$ cat config.mk
export PLATFORM = sky130hd
export DESIGN_NAME = reduce_arbiter_flat
export DESIGN_NICKNAME = d
export VERILOG_FILES = /design/src/rtl/reduce_arbiter_if.sv /design/src/rtl/reduce_arbiter.sv /design/src/flat_wrapper.sv
export SDC_FILE = /design/constraint.sdc
export NUM_CORES = 1
export LEC_CHECK = 0
export CAP_MARGIN = 20
export CELL_PAD_IN_SITES_DETAIL_PLACEMENT = 1
export CELL_PAD_IN_SITES_GLOBAL_PLACEMENT = 1
export CORE_UTILIZATION = 37
export DETAILED_ROUTE_END_ITERATION = 8
export PLACE_DENSITY_LB_ADDON = 0.1
export SLEW_MARGIN = 20
export SYNTH_ARGS = -nofsm -noshare
export SYNTH_HDL_FRONTEND = slang
export SYNTH_SLANG_ARGS = --single-unit
export TNS_END_PERCENT = 100
$ cat constraint.sdc
create_clock -name clk -period 3.5 [get_ports clk]
set_input_delay 0.7 -clock clk [delete_from_list [all_inputs] [get_ports clk]]
set_output_delay 0.7 -clock clk [all_outputs]
set_load 0.03 [all_outputs]
$ cat src/rtl/reduce_arbiter_if.sv
// reduce_arbiter_if: request/operand inputs and registered result handshake for reduce_arbiter
interface reduce_arbiter_if #(
   parameter int NREQ  = 2,
   parameter int WIDTH = 4
);
   localparam int ID_W = NREQ > 1 ? $clog2(NREQ) : 1;
   logic [NREQ-1:0]       req;
   logic [NREQ*WIDTH-1:0] operand;
   logic [NREQ-1:0]       gnt;
   logic                  busy;
   logic                  res_valid;
   logic                  res_ready;
   logic [ID_W-1:0]       res_id;
   logic                  res_and;
   logic                  res_nand;
   logic                  res_or;
   logic                  res_nor;
   logic                  res_xor;
   logic                  res_xnor;
   modport master (
      output req, operand, res_ready,
      input  gnt, busy, res_valid, res_id,
      input  res_and, res_nand, res_or, res_nor, res_xor, res_xnor
   );
   modport slave (
      input  req, operand, res_ready,
      output gnt, busy, res_valid, res_id,
      output res_and, res_nand, res_or, res_nor, res_xor, res_xnor
   );
endinterface

$ cat src/rtl/reduce_arbiter.sv
// reduce_arbiter: round-robin shared bit-serial engine producing AND/NAND/OR/NOR/XOR/XNOR of one operand at a time
module reduce_arbiter #(
   parameter int NREQ  = 2,
   parameter int WIDTH = 4
) (
   input logic             clk,
   input logic             rst,
   reduce_arbiter_if.slave bus
);
   localparam int ID_W = NREQ > 1 ? $clog2(NREQ) : 1;
   localparam int CW   = WIDTH > 1 ? $clog2(WIDTH) : 1;

   typedef enum logic [1:0] {IDLE, RUN, HOLD} stateType;

   stateType        state, nextState;
   logic [ID_W-1:0] ptr, winner;
   logic            anyReq;
   logic [WIDTH-1:0] shReg;
   logic [CW-1:0]   count;
   logic            accAnd, accOr, accXor;
   logic            capture, lastBit, handshake, bit0;

   // Scan from the highest offset down so the lowest offset from ptr wins.
   always_comb begin
      winner = '0;
      anyReq = 1'b0;
      for (int k = NREQ - 1; k >= 0; k--) begin
         if (bus.req[(int'(ptr) + k) % NREQ]) begin
            winner = ID_W'((int'(ptr) + k) % NREQ);
            anyReq = 1'b1;
         end
      end
   end

   always_ff @(posedge clk) begin
      if (rst) state <= IDLE;
      else     state <= nextState;
   end

   always_comb begin
      nextState = state;
      case (state)
         IDLE:    nextState = anyReq ? RUN : IDLE;
         RUN:     nextState = lastBit ? HOLD : RUN;
         HOLD:    nextState = bus.res_ready ? IDLE : HOLD;
         default: nextState = IDLE;
      endcase
   end

   always_comb begin
      capture   = state == IDLE && anyReq;
      lastBit   = state == RUN && count == CW'(WIDTH - 1);
      handshake = state == HOLD && bus.res_ready;
      bit0      = shReg[0];
   end

   assign bus.busy = state != IDLE;

   always_ff @(posedge clk) begin
      if (rst) begin
         ptr           <= '0;
         shReg         <= '0;
         count         <= '0;
         accAnd        <= 1'b0;
         accOr         <= 1'b0;
         accXor        <= 1'b0;
         bus.gnt       <= '0;
         bus.res_valid <= 1'b0;
         bus.res_id    <= '0;
         bus.res_and   <= 1'b0;
         bus.res_nand  <= 1'b0;
         bus.res_or    <= 1'b0;
         bus.res_nor   <= 1'b0;
         bus.res_xor   <= 1'b0;
         bus.res_xnor  <= 1'b0;
      end else begin
         bus.gnt <= NREQ'(capture) << winner;
         if (capture) begin
            shReg      <= bus.operand[int'(winner)*WIDTH +: WIDTH];
            bus.res_id <= winner;
            count      <= '0;
            accAnd     <= 1'b1;
            accOr      <= 1'b0;
            accXor     <= 1'b0;
         end
         if (state == RUN) begin
            accAnd <= accAnd & bit0;
            accOr  <= accOr | bit0;
            accXor <= accXor ^ bit0;
            shReg  <= shReg >> 1;
            count  <= count + 1'b1;
         end
         // The final bit folds straight into the result registers, saving a cycle.
         if (lastBit) begin
            bus.res_valid <= 1'b1;
            bus.res_and   <= accAnd & bit0;
            bus.res_nand  <= ~(accAnd & bit0);
            bus.res_or    <= accOr | bit0;
            bus.res_nor   <= ~(accOr | bit0);
            bus.res_xor   <= accXor ^ bit0;
            bus.res_xnor  <= ~(accXor ^ bit0);
         end
         if (handshake) begin
            bus.res_valid <= 1'b0;
            ptr           <= ID_W'((int'(bus.res_id) + 1) % NREQ);
         end
      end
   end
endmodule

$ cat src/flat_wrapper.sv
// flat-port wrapper written by rule: the top's interface ports become plain ports
module reduce_arbiter_flat 
#(
   parameter int NREQ  = 2,
   parameter int WIDTH = 4
)
  (clk, rst, bus_req, bus_operand, bus_res_ready, bus_gnt, bus_busy, bus_res_valid, bus_res_id, bus_res_and, bus_res_nand, bus_res_or, bus_res_nor, bus_res_xor, bus_res_xnor);
  reduce_arbiter_if #(.NREQ(NREQ), .WIDTH(WIDTH)) bus_i ();
  input logic clk;
  input logic rst;
  input wire logic [$bits(bus_i.req)-1:0] bus_req;
  input wire logic [$bits(bus_i.operand)-1:0] bus_operand;
  input wire logic [$bits(bus_i.res_ready)-1:0] bus_res_ready;
  output wire logic [$bits(bus_i.gnt)-1:0] bus_gnt;
  output wire logic [$bits(bus_i.busy)-1:0] bus_busy;
  output wire logic [$bits(bus_i.res_valid)-1:0] bus_res_valid;
  output wire logic [$bits(bus_i.res_id)-1:0] bus_res_id;
  output wire logic [$bits(bus_i.res_and)-1:0] bus_res_and;
  output wire logic [$bits(bus_i.res_nand)-1:0] bus_res_nand;
  output wire logic [$bits(bus_i.res_or)-1:0] bus_res_or;
  output wire logic [$bits(bus_i.res_nor)-1:0] bus_res_nor;
  output wire logic [$bits(bus_i.res_xor)-1:0] bus_res_xor;
  output wire logic [$bits(bus_i.res_xnor)-1:0] bus_res_xnor;
  assign bus_i.req = bus_req;
  assign bus_i.operand = bus_operand;
  assign bus_i.res_ready = bus_res_ready;
  assign bus_gnt = bus_i.gnt;
  assign bus_busy = bus_i.busy;
  assign bus_res_valid = bus_i.res_valid;
  assign bus_res_id = bus_i.res_id;
  assign bus_res_and = bus_i.res_and;
  assign bus_res_nand = bus_i.res_nand;
  assign bus_res_or = bus_i.res_or;
  assign bus_res_nor = bus_i.res_nor;
  assign bus_res_xor = bus_i.res_xor;
  assign bus_res_xnor = bus_i.res_xnor;
  reduce_arbiter #(.NREQ(NREQ), .WIDTH(WIDTH)) u_core (.clk(clk), .rst(rst), .bus(bus_i));
endmodule
==> results of run 1 <==
[cell families after synthesis]
kind of cell | count (synthesis)
AO/OA/AOI/OAI | 31
XOR/XNOR | 1
AND/OR/NAND/NOR | 34
adder cells (fa/ha/maj) | 1
flip-flops | 22
multiplexers | 3
buffers and inverters | 11
[worst min path at each step]
stage / start / end / slack [ps] / cells after the start
floorplan: u_core.count[1] / u_core.count[1] / 450 / 2
global placement: u_core.bus.res_and / u_core.bus.res_and / 450 / 2
detailed placement: u_core.bus.res_and / u_core.bus.res_and / 450 / 2
CTS: u_core.bus.res_and / u_core.bus.res_and / 470 / 2
global route: u_core.bus.res_xnor / u_core.bus.res_xnor / 500 / 2
finish: u_core.bus.res_and / u_core.bus.res_and / 470 / 2
[area by class of cell]
class | instances | area (um^2)
Multi-Input combinational cell | 70 | 444
Timing Repair Buffer | 23 | 230
Fill cell | 279 | 1080
Tap cell | 28 | 35.0
Clock buffer | 3 | 22.5
Sequential cell | 22 | 440
Clock inverter | 1 | 30.0
Inverter | 4 | 15.0
[synthesized netlist by cell type, types with 2 or more instances]
cell      count
dfxtp_1      22
a21oi_1      10
nor2_1       10
nand2_1       8
a22oi_1       5
o21ai_0       5
clkbuf_1      4
inv_1         4
mux2i_1       3
nor3_1        3
o22ai_1       3
nand3_1       2
[report_power, final]
group	switching [uW]	internal, uW
registers	8.91	260
clock network	80.2	116
logic	34.7	32.8
total	124	409
[layout by cell type, fill, tap and decap left out, types with 2 or more instances in the layout]
cell,Yosys,final
o21ai_0,5,5
inv_1,4,4
a22oi_1,5,5
nand3_1,2,2
dfxtp_1,22,22
nand2_1,8,8
nor2_1,10,10
a21oi_1,10,10
mux2i_1,3,3
clkdlybuf4s50_1,0,23
clkbuf_4,0,3
nor3_1,3,3
o22ai_1,3,3
[metrics by stage]
| step | hold slack, ps | area [um^2] | total power [uW] | cells |
|---|---|---|---|---|
| after floorplan | 452 | 937 | 316 | 103 |
| after global placement | 450 | 1160 | 341 | 147 |
| after detailed placement | 452 | 1160 | 343 | 147 |
| after CTS | 473 | 1220 | 539 | 151 |
| after global routing | 505 | 1220 | 563 | 151 |
| final | 467 | 1220 | 533 | 151 |
[flip-flops by register name (all words and copies together), names as in the netlist]
name	cells
u_core.shReg	4
u_core.bus.gnt	2
u_core.count	2
u_core.state	2
u_core.accAnd	1
u_core.accOr	1
u_core.accXor	1
u_core.bus.res_and	1
u_core.bus.res_id	1
u_core.bus.res_nand	1
u_core.bus.res_nor	1
u_core.bus.res_or	1
u_core.bus.res_valid	1
u_core.bus.res_xnor	1
u_core.bus.res_xor	1
u_core.ptr	1
[worst min-delay path: stages, from the launching register on]
cell	delay, ps
dfxtp_1	330
nand2_1	50
a21oi_1	50
[metal layers]
metal	wire, um	vias to the layer above
met1	998	370
met4	12	0
li1	-	399
met5	0	-
met2	998	19
met3	110	2
==> impl_results.md, run 1 <==
* CTS tree: built
* CP startpoint kind: flop
* Longest Clk Path Bufs at 2
* Synth Cell Area at 937 um^2
* CP top delay family: buffers and inverters
* Top post-synthesis cells by area: dfxtp_1 (47%), a21oi_1 (5.3%), a22oi_1 (4.0%)
* DR vias at 790
* CP Capture Point: bus_busy
* Pre-CTS WS at between 1000 and 1500 ps
* CTS Root Cell: clkbuf_4
* Worst-Skew Late Latency at 310 ps
* Simple-Gate Fraction of Synth Area at 0.206
* Cell with the largest stage delay on the worst path: clkdlybuf4s50_1
* Register area share after synthesis at 0.470
* CP Buf/Inv Count at 2
* Clock skew at between 4 and 5 ps
* # Post-CTS Setup Buffers at 0
* Register-to-Register Path Depth at 4
* Pre-antenna DRT Iters at 4
* Syn Area/Cell at 9.10 um^2
* Die X at 52.3 um
* Synthesized Nets at 117
* Flops & latches, synth at 22
* CP max stage delay at around 670 ps
* Leakage power at between 0.0004 and 0.0005 uW
* Worst r2r dst: u_core.bus.res_or
* MaxCap Viol Count at 0
* Final Hold Vio Count at 0
* Initial Util at 0.408
* GPL Wtd Cong at 0.699
* Vias in the first global route at about 780
* DP Wirelength at approximately 1500 um
* CTS H-Tree Depth at 1
* Ant diodes at 0
* Critical Path Stages at 3
* XOR/XNOR Fraction of Synth Area at 0.00935
* Met1 Usage GRT at 0.217
* GRT busiest layer: met2
* R2r startpoint: u_core.state[0]
* Port bufs at 23
* Max Freq at 415 MHz
* Origin of the worst setup path: u_core.state[1]
* Tmin final at roughly 2400 ps
* Max_slew headroom at 0.521
* # setup viols final at 0
* Layout cells sized above 1 at 0.106
* Met3 usage in global routing at 0.0522
* Mux cell area share after synthesis at 0.0320
* Met2 Usage GRT at 0.316
* Top-area cell type share of the netlist area at 0.470
* Area growth syn-to-layout at 29.9%
* Initial antenna violation count at 0
* Async SR Flop Fraction at 0
* Gr ovfl total at 0
* Clk sinks at 22
* Largest net degree at the start of global routing at 20
* Mapped Cells at between 100 and 150
* Yosys cell types at 36
* Initial drt markers at 4
* Fin util at 0.530
* Gr usage total at 0.181
* Post-Route WL at about 2100 um
* RSZ-0062 raised after global routing: false
* Worst vdd rail ir drop at around 340 uV
* Crit Path Max Fanout at 8
* # nets final at roughly 140
* Hold Path Class: reg2reg
* Pwr/cell area at 438 mW/mm^2
* Min setup slack post-route at 1090 ps
* Tcrit/Tclk final at 0.688
* Setup CP Type: reg2out
* Post-synth EDFFs at 0
* Routed Antenna Nets at 0
* Synth area leader: dfxtp_1
* Outcome: finished clean
* Cells along the critical path: nor2_4 > inv_1 > clkdlybuf4s50_1
* Die Area at ~0.0027 mm^2
* Clock input transition at the sequential cells of the worst setup and hold paths at 130 ps
* Yosys warnings at 0
* Avg Vias per Cell at 5.23
* Synth Area in Adders at 0.0134
* First-pass GRT wire length at 3530 um
* Synth Area in Compound Gates at 0.214
* CP endpoint kind: output port
* Max-slew violations at 0
* # IOs at 24
* Hold_buf cts at 0
* Required time of the critical path at 2800 ps
* Row cnt at 17
* Routed WL per cell at around 14 um
* Core region area at 0.00230 mm^2
* Clock buffer count from CTS at 3
* Slew @ Worst Pin at 717 ps
* DRC violations left at 0
* # resized after CTS at 0
* Setup Total Neg Slack at 0 ps
* Main flop type after synthesis: dfxtp_1
* Crit path DAT at 1710 ps
* Largest family of logic cells by synthesized area: compound AO/OA/AOI/OAI gates
* Reg-to-reg slack, setup at 1910 ps
* Height of the chip at 52.3 um
Note: power is estimated with default switching activity, not from simulation.
==> run 2: changes to the inputs <==
Settings changed: CORE_UTILIZATION 37 to 35.
Clock period 3.5 ns to 2.5 ns, I/O delays scaled along.
==> run 2 against run 1 <==
Effect of this change: sequential share of layout area rose by 0.19 points; combinational power increased by 41%; clock power about the same; sequential power rose by 41%; critical path type unchanged; largest power group unchanged; clock-buffer cell count is 1 higher; core utilization fell by 4.5 points; hold slack improved by 3.0 ps; via count up 1.9%; register-to-register slack worse by 1000 ps; cell count up 2.0%; final area shrank 0.51%; total power is 26% higher.
==> impl_results.md, run 2 (same netlist as run 1, synthesis figures left out) <==
* Outcome: finished clean
* # nets final at 139 (+0.72%)
* RSZ-0062 raised after global routing: false
* CP max stage delay at 660 ps (about the same)
* Min setup slack post-route at 296 ps (-795 ps)
* Gr ovfl total at 0 (unchanged)
* Max_slew headroom at 0.695 (+0.174)
* Die Area at 0.00289 mm^2 (+5.5%)
* Vias in the first global route at 783 (+0.77%)
* Layout cells sized above 1 at 0.113 (+0.00721)
* Tmin final at 2200 ps
* Crit path DAT at 1700 ps (about the same)
* # IOs at 24 (unchanged)
* Pre-antenna DRT Iters at 2 (-2)
* Row cnt at 18 (+1)
* Required time of the critical path at 2000 ps (-800 ps)
* First-pass GRT wire length at 3640 um (+3.1%)
* CP startpoint kind: flop
* Largest net degree at the start of global routing at 20 (unchanged)
* Top reg by flops: u_core.shReg
* Ant diodes at 0 (unchanged)
* GPL Wtd Cong at 0.721 (+3.2%)
* Routed Antenna Nets at 0 (unchanged)
* Pre-CTS WS at 536 ps (-705 ps)
* Fillers at 305 (+9.3%)
* Crit Path Max Fanout at 8 (unchanged)
* DP Wirelength at 1580 um (+3.6%)
* Initial antenna violation count at 0 (unchanged)
* Cells along the critical path: nor2_4 > inv_1 > clkdlybuf4s50_1
* Gr usage total at 0.179 (-0.00255)
* Core region area at 0.00250 mm^2 (+8.8%)
* Pwr/cell area at 554 mW/mm^2 (+27%)
* Initial Util at 0.375 (-0.0331)
* WHS Path Cells at 2 (unchanged)
* CTS Root Cell: clkbuf_4
* Initial drt markers at 3 (-1)
* # Post-CTS Setup Buffers at 0 (unchanged)
* Leakage power at 0.000484 uW (-0.44%)
* CTS tree: built
* R2r startpoint: u_core.state[0]
* Cell with the largest stage delay on the worst path: clkdlybuf4s50_1
* CP endpoint kind: output port
* Worst vdd rail ir drop at 314 uV (-7.3%)
* Hold Path Class: reg2reg
* Area growth syn-to-layout at 29.2%
* Slew @ Worst Pin at 454 ps (-262 ps)
* Clock input transition at the sequential cells of the worst setup and hold paths at 120 ps (about the same)
* Register-to-Register Path Depth at 4 (unchanged)
* Commonest non-fill, non-tap cell in the layout: clkdlybuf4s50_1
* Routed WL per cell at 14.2 um (+1.1%)
* Hold Startpoint: u_core.bus.res_and
* Die X at 53.7 um (+2.7%)
* DR vias at 805 (+1.9%)
* DRC violations left at 0 (unchanged)
* Largest register FFs at 4 (unchanged)
* MaxCap Viol Count at 0 (unchanged)
* Height of the chip at 53.7 um (+2.7%)
* Hold path endpoint: u_core.bus.res_and
* Tcrit/Tclk final at 0.882
* Worst r2r dst: u_core.bus.res_or
* Avg Vias per Cell at 5.23 (about the same)
* # resized after CTS at 0 (unchanged)
* Max Freq at 454 MHz
* CP Buf/Inv Count at 2 (unchanged)
* Post-Route WL at 2190 um (+3.1%)
* Worst-Skew Late Latency at 310 ps (about the same)
* Longest Clk Path Bufs at 2 (unchanged)
* Clock skew at 3.71 ps (-0.564 ps)
* # setup viols final at 0 (unchanged)
* Clock buffer count from CTS at 3 (unchanged)
* Setup Total Neg Slack at 0 ps (unchanged)
* Port bufs at 23 (unchanged)
* Setup CP Type: reg2out
* Hold_buf cts at 0 (unchanged)
* Reg-to-reg slack, setup at 910 ps (-1000 ps)
* Most frequent cells in the layout: clkdlybuf4s50_1 (23), dfxtp_1 (22), nor2_1 (10), a21oi_1 (10), nand2_1 (8)
* Max-slew violations at 0 (unchanged)
* Final Hold Vio Count at 0 (unchanged)
* Clk sinks at 22 (unchanged)
* CTS H-Tree Depth at 1 (unchanged)
* CP top delay family: buffers and inverters
## run 2: how the worst max path moves through the flow
stage	startpoint	to	slack, ps	depth (start not counted)
final	u_core.state[1]	bus_busy	300	3
after global routing	u_core.state[1]	bus_busy	220	3
after CTS	u_core.state[1]	bus_busy	280	3
after detailed placement	bus_req[0]	u_core.shReg[3]	540	5
after global placement	bus_req[0]	u_core.shReg[3]	600	5
after floorplan	bus_req[0]	u_core.shReg[3]	1170	4
## run 2: cell type report
cell class / count / area [um^2] / area share
inverters: 4 / 15.0 / 0.0124
clock buffers: 4 / 36.3 / 0.0300
multi-input cells: 70 / 444 / 0.367
repair buffers: 24 / 238 / 0.196
flip-flops and latches: 22 / 440 / 0.364
well taps: 30 / 37.5 / 0.0310
## run 2: layer usage
| metal | vias to the layer above | global-route usage | share of wire |
|---|---|---|---|
| met3 | 5 | 0.0339 | 0.046 |
| met4 | 0 | 0.0789 | 0.013 |
| met1 | 375 | 0.221 | 0.46 |
| met2 | 21 | 0.298 | 0.48 |
| li1 | 404 | - | - |
| met5 | - | 0 | 0 |
## run 2: metrics by stage
stage          std cells  hold WS, ps  cell area, um^2  utilization  total power, uW
2_1_floorplan        103          452              937            -              442
3_3_place_gp         150          448             1170        0.470              479
3_5_place_dp         150          454             1170        0.470              482
4_1_cts              154          475             1210        0.484              682
5_1_grt              154          494             1210        0.484              706
6_report             154          470             1210        0.484              671
## run 2: power by group
part | leakage, uW | internal, uW | total (uW) | switching (uW)
sequential | 0.000179 | 364 | 378 | 13.4
clock | 0.0000210 | 89.0 | 197 | 108
combinational | 0.000284 | 46.8 | 95.5 | 48.7
## run 2: worst min-delay path, cell delays in order, from the launching register on
cell and delay (ps):
dfxtp_1 330, nand2_1 50, a21oi_1 50
==> run 3: changes to the inputs <==
Settings changed: PLACE_DENSITY from default to 0.74, PLACE_DENSITY_LB_ADDON 0.1 to default.
==> run 3 against run 2 <==
Effect of this change: total power is 0.83% higher; cell count unchanged; combinational power increased by 0.7%; highest routed layer unchanged; sequential cell count is the same; non-clock buffer count did not move.
==> impl_results.md, run 3 (same netlist as run 1, synthesis figures left out) <==
* Outcome: finished clean
* Reg-to-reg slack, setup at 910 ps (about the same)
* Clock skew at 7.32 ps (+3.61 ps)
* CTS tree: built
* WHS Path Cells at 2 (unchanged)
* Worst vdd rail ir drop at 323 uV (+2.9%)
* Routed WL per cell at 14.7 um (+3.3%)
* Initial Util at 0.375 (unchanged)
* Fillers at 313 (+2.6%)
* Register-to-Register Path Depth at 4 (unchanged)
* Comb power frac at 0.142 (about the same)
* # Post-CTS Setup Buffers at 0 (unchanged)
* Pre-antenna DRT Iters at 2 (unchanged)
* RSZ-0062 raised after global routing: false
* WHS at 472 ps (+1.93 ps)
* Die X at 53.7 um (unchanged)
* MaxCap Viol Count at 0 (unchanged)
* Clock buffer count from CTS at 3 (unchanged)
* Slew @ Worst Pin at 438 ps (-16.3 ps)
* # setup viols final at 0 (unchanged)
* Worst r2r dst: u_core.bus.res_or
* # resized after CTS at 0 (unchanged)
* CP startpoint kind: flop
* # nets final at 139 (unchanged)
* CP endpoint kind: output port
* Crit Path Max Fanout at 8 (unchanged)
* Gr usage total at 0.183 (+0.00380)
* Worst-Skew Late Latency at 320 ps (about the same)
* Net Sw Frac at 0.260 (+0.00572)
* Die Area at 0.00289 mm^2 (unchanged)
* Tcrit/Tclk final at 0.885 (+0.00314)
* Cells along the critical path: nor2_4 > inv_1 > clkdlybuf4s50_1
* Max Freq at 452 MHz (-0.35%)
* Layout cells sized above 1 at 0.113 (unchanged)
* Post-Route WL at 2260 um (+3.3%)
* Area growth syn-to-layout at 29.2% (unchanged)
* Row cnt at 18 (unchanged)
* CTS H-Tree Depth at 1 (unchanged)
* CP max stage delay at 660 ps (about the same)
* Crit path DAT at 1710 ps (about the same)
* GPL Wtd Cong at 0.718 (-0.53%)
* Longest Clk Path Bufs at 2 (unchanged)
* First-pass GRT wire length at 3730 um (+2.4%)
* Storage cell area at 440 um^2 (unchanged)
* Most frequent cells in the layout: clkdlybuf4s50_1 (23), dfxtp_1 (22), nor2_1 (10), a21oi_1 (10), nand2_1 (8)
* Seq pwr share at 0.559 (-0.005)
* Leakage power at 0.000484 uW (unchanged)
* Initial drt markers at 2 (-1)
* Ant diodes at 0 (unchanged)
* DRC violations left at 0 (unchanged)
* DR vias at 823 (+2.2%)
* # IOs at 24 (unchanged)
* Commonest non-fill, non-tap cell in the layout: clkdlybuf4s50_1
* Vias in the first global route at 820 (+4.7%)
* Cell with the largest stage delay on the worst path: clkdlybuf4s50_1
* Pwr/cell area at 558 mW/mm^2 (+0.83%)
* Gr ovfl total at 0 (unchanged)
* Height of the chip at 53.7 um (unchanged)
* Fin util at 0.484 (unchanged)
* Psw at 176 uW (+3.1%)
* Hold Startpoint: u_core.bus.res_xnor
* Port bufs at 23 (unchanged)
* Clock input transition at the sequential cells of the worst setup and hold paths at 120 ps (about the same)
* Clk sinks at 22 (unchanged)
* Initial antenna violation count at 0 (unchanged)
* Avg Vias per Cell at 5.34 (+2.2%)
* Internal power at 501 uW (about the same)
* DP Wirelength at 1640 um (+3.6%)
* Max-slew violations at 0 (unchanged)
* Hold path endpoint: u_core.bus.res_xnor
* Setup CP Type: reg2out
* Required time of the critical path at 2000 ps (about the same)
* Clk pwr share at 0.299 (+0.005)
* R2r startpoint: u_core.state[0]
* Routed Antenna Nets at 0 (unchanged)
* Setup Total Neg Slack at 0 ps (unchanged)
* Top reg by flops: u_core.shReg
* Final Hold Vio Count at 0 (unchanged)
* Core region area at 0.00250 mm^2 (unchanged)
* Largest net degree at the start of global routing at 15 (-25%)
* Multi-input logic area at 444 um^2 (unchanged)
* CTS Root Cell: clkbuf_4
* Tmin final at 2210 ps (+7.85 ps)
* Hold Path Class: reg2reg
* Largest register FFs at 4 (unchanged)
* Hold_buf cts at 0 (unchanged)
* Max_slew headroom at 0.706 (+0.0110)
==> run 3: cell counts in the layout (fill, tap and decap cells not counted) <==
No cell type changed its count.
==> run 3: routing by layer <==
layer	routed length, um	part of all wire	track usage
met1	1050	0.47	0.234
met2	1070	0.47	0.288
met3	103	0.046	0.0367
met4	37	0.016	0.0921
met5	0	0	0
==> run 3: how the worst max path moves through the flow <==
stage                 endpoint             from  cells past startpoint  slack [ps]
2_1_floorplan  u_core.shReg[3]       bus_req[0]                      4        1170
3_3_place_gp   u_core.shReg[3]       bus_req[0]                      5         600
3_5_place_dp   u_core.shReg[3]       bus_req[0]                      5         550
4_1_cts               bus_busy  u_core.state[1]                      3         270
5_1_grt               bus_busy  u_core.state[1]                      3         200
6_report              bus_busy  u_core.state[1]                      3         290
==> run 3: power by group through the flow <==
stage	logic [uW]	registers (uW)	clock network, uW
2_1_floorplan	57.9	384	0
3_3_place_gp	94.2	384	0
3_5_place_dp	96.8	385	0
4_1_cts	97.7	378	209
5_1_grt	106	380	222
6_report	96.2	378	202
==> run 3: through the flow <==
step                total power (uW)  area [um^2]  cells  worst slack [ps]
finish                           676         1210    154               288
global route                     708         1210    154               197
CTS                              684         1210    154               271
detailed placement               482         1170    150               551
global placement                 479         1170    150               596
floorplan                        442          937    103              1170
==> run 3: area by class of cell <==
class                   count  area share
multi-input cells          70       0.367
flip-flops and latches     22       0.364
repair buffers             24       0.196
well taps                  30      0.0310
clock buffers               4      0.0300
inverters                   4      0.0124
==> run 3: critical path, delay by kind of cell, from the launching register on <==
kind,cells,cell delay (ps)
DFF,1,560
and+or+nand+nor,1,100
buffers and inverters,2,740
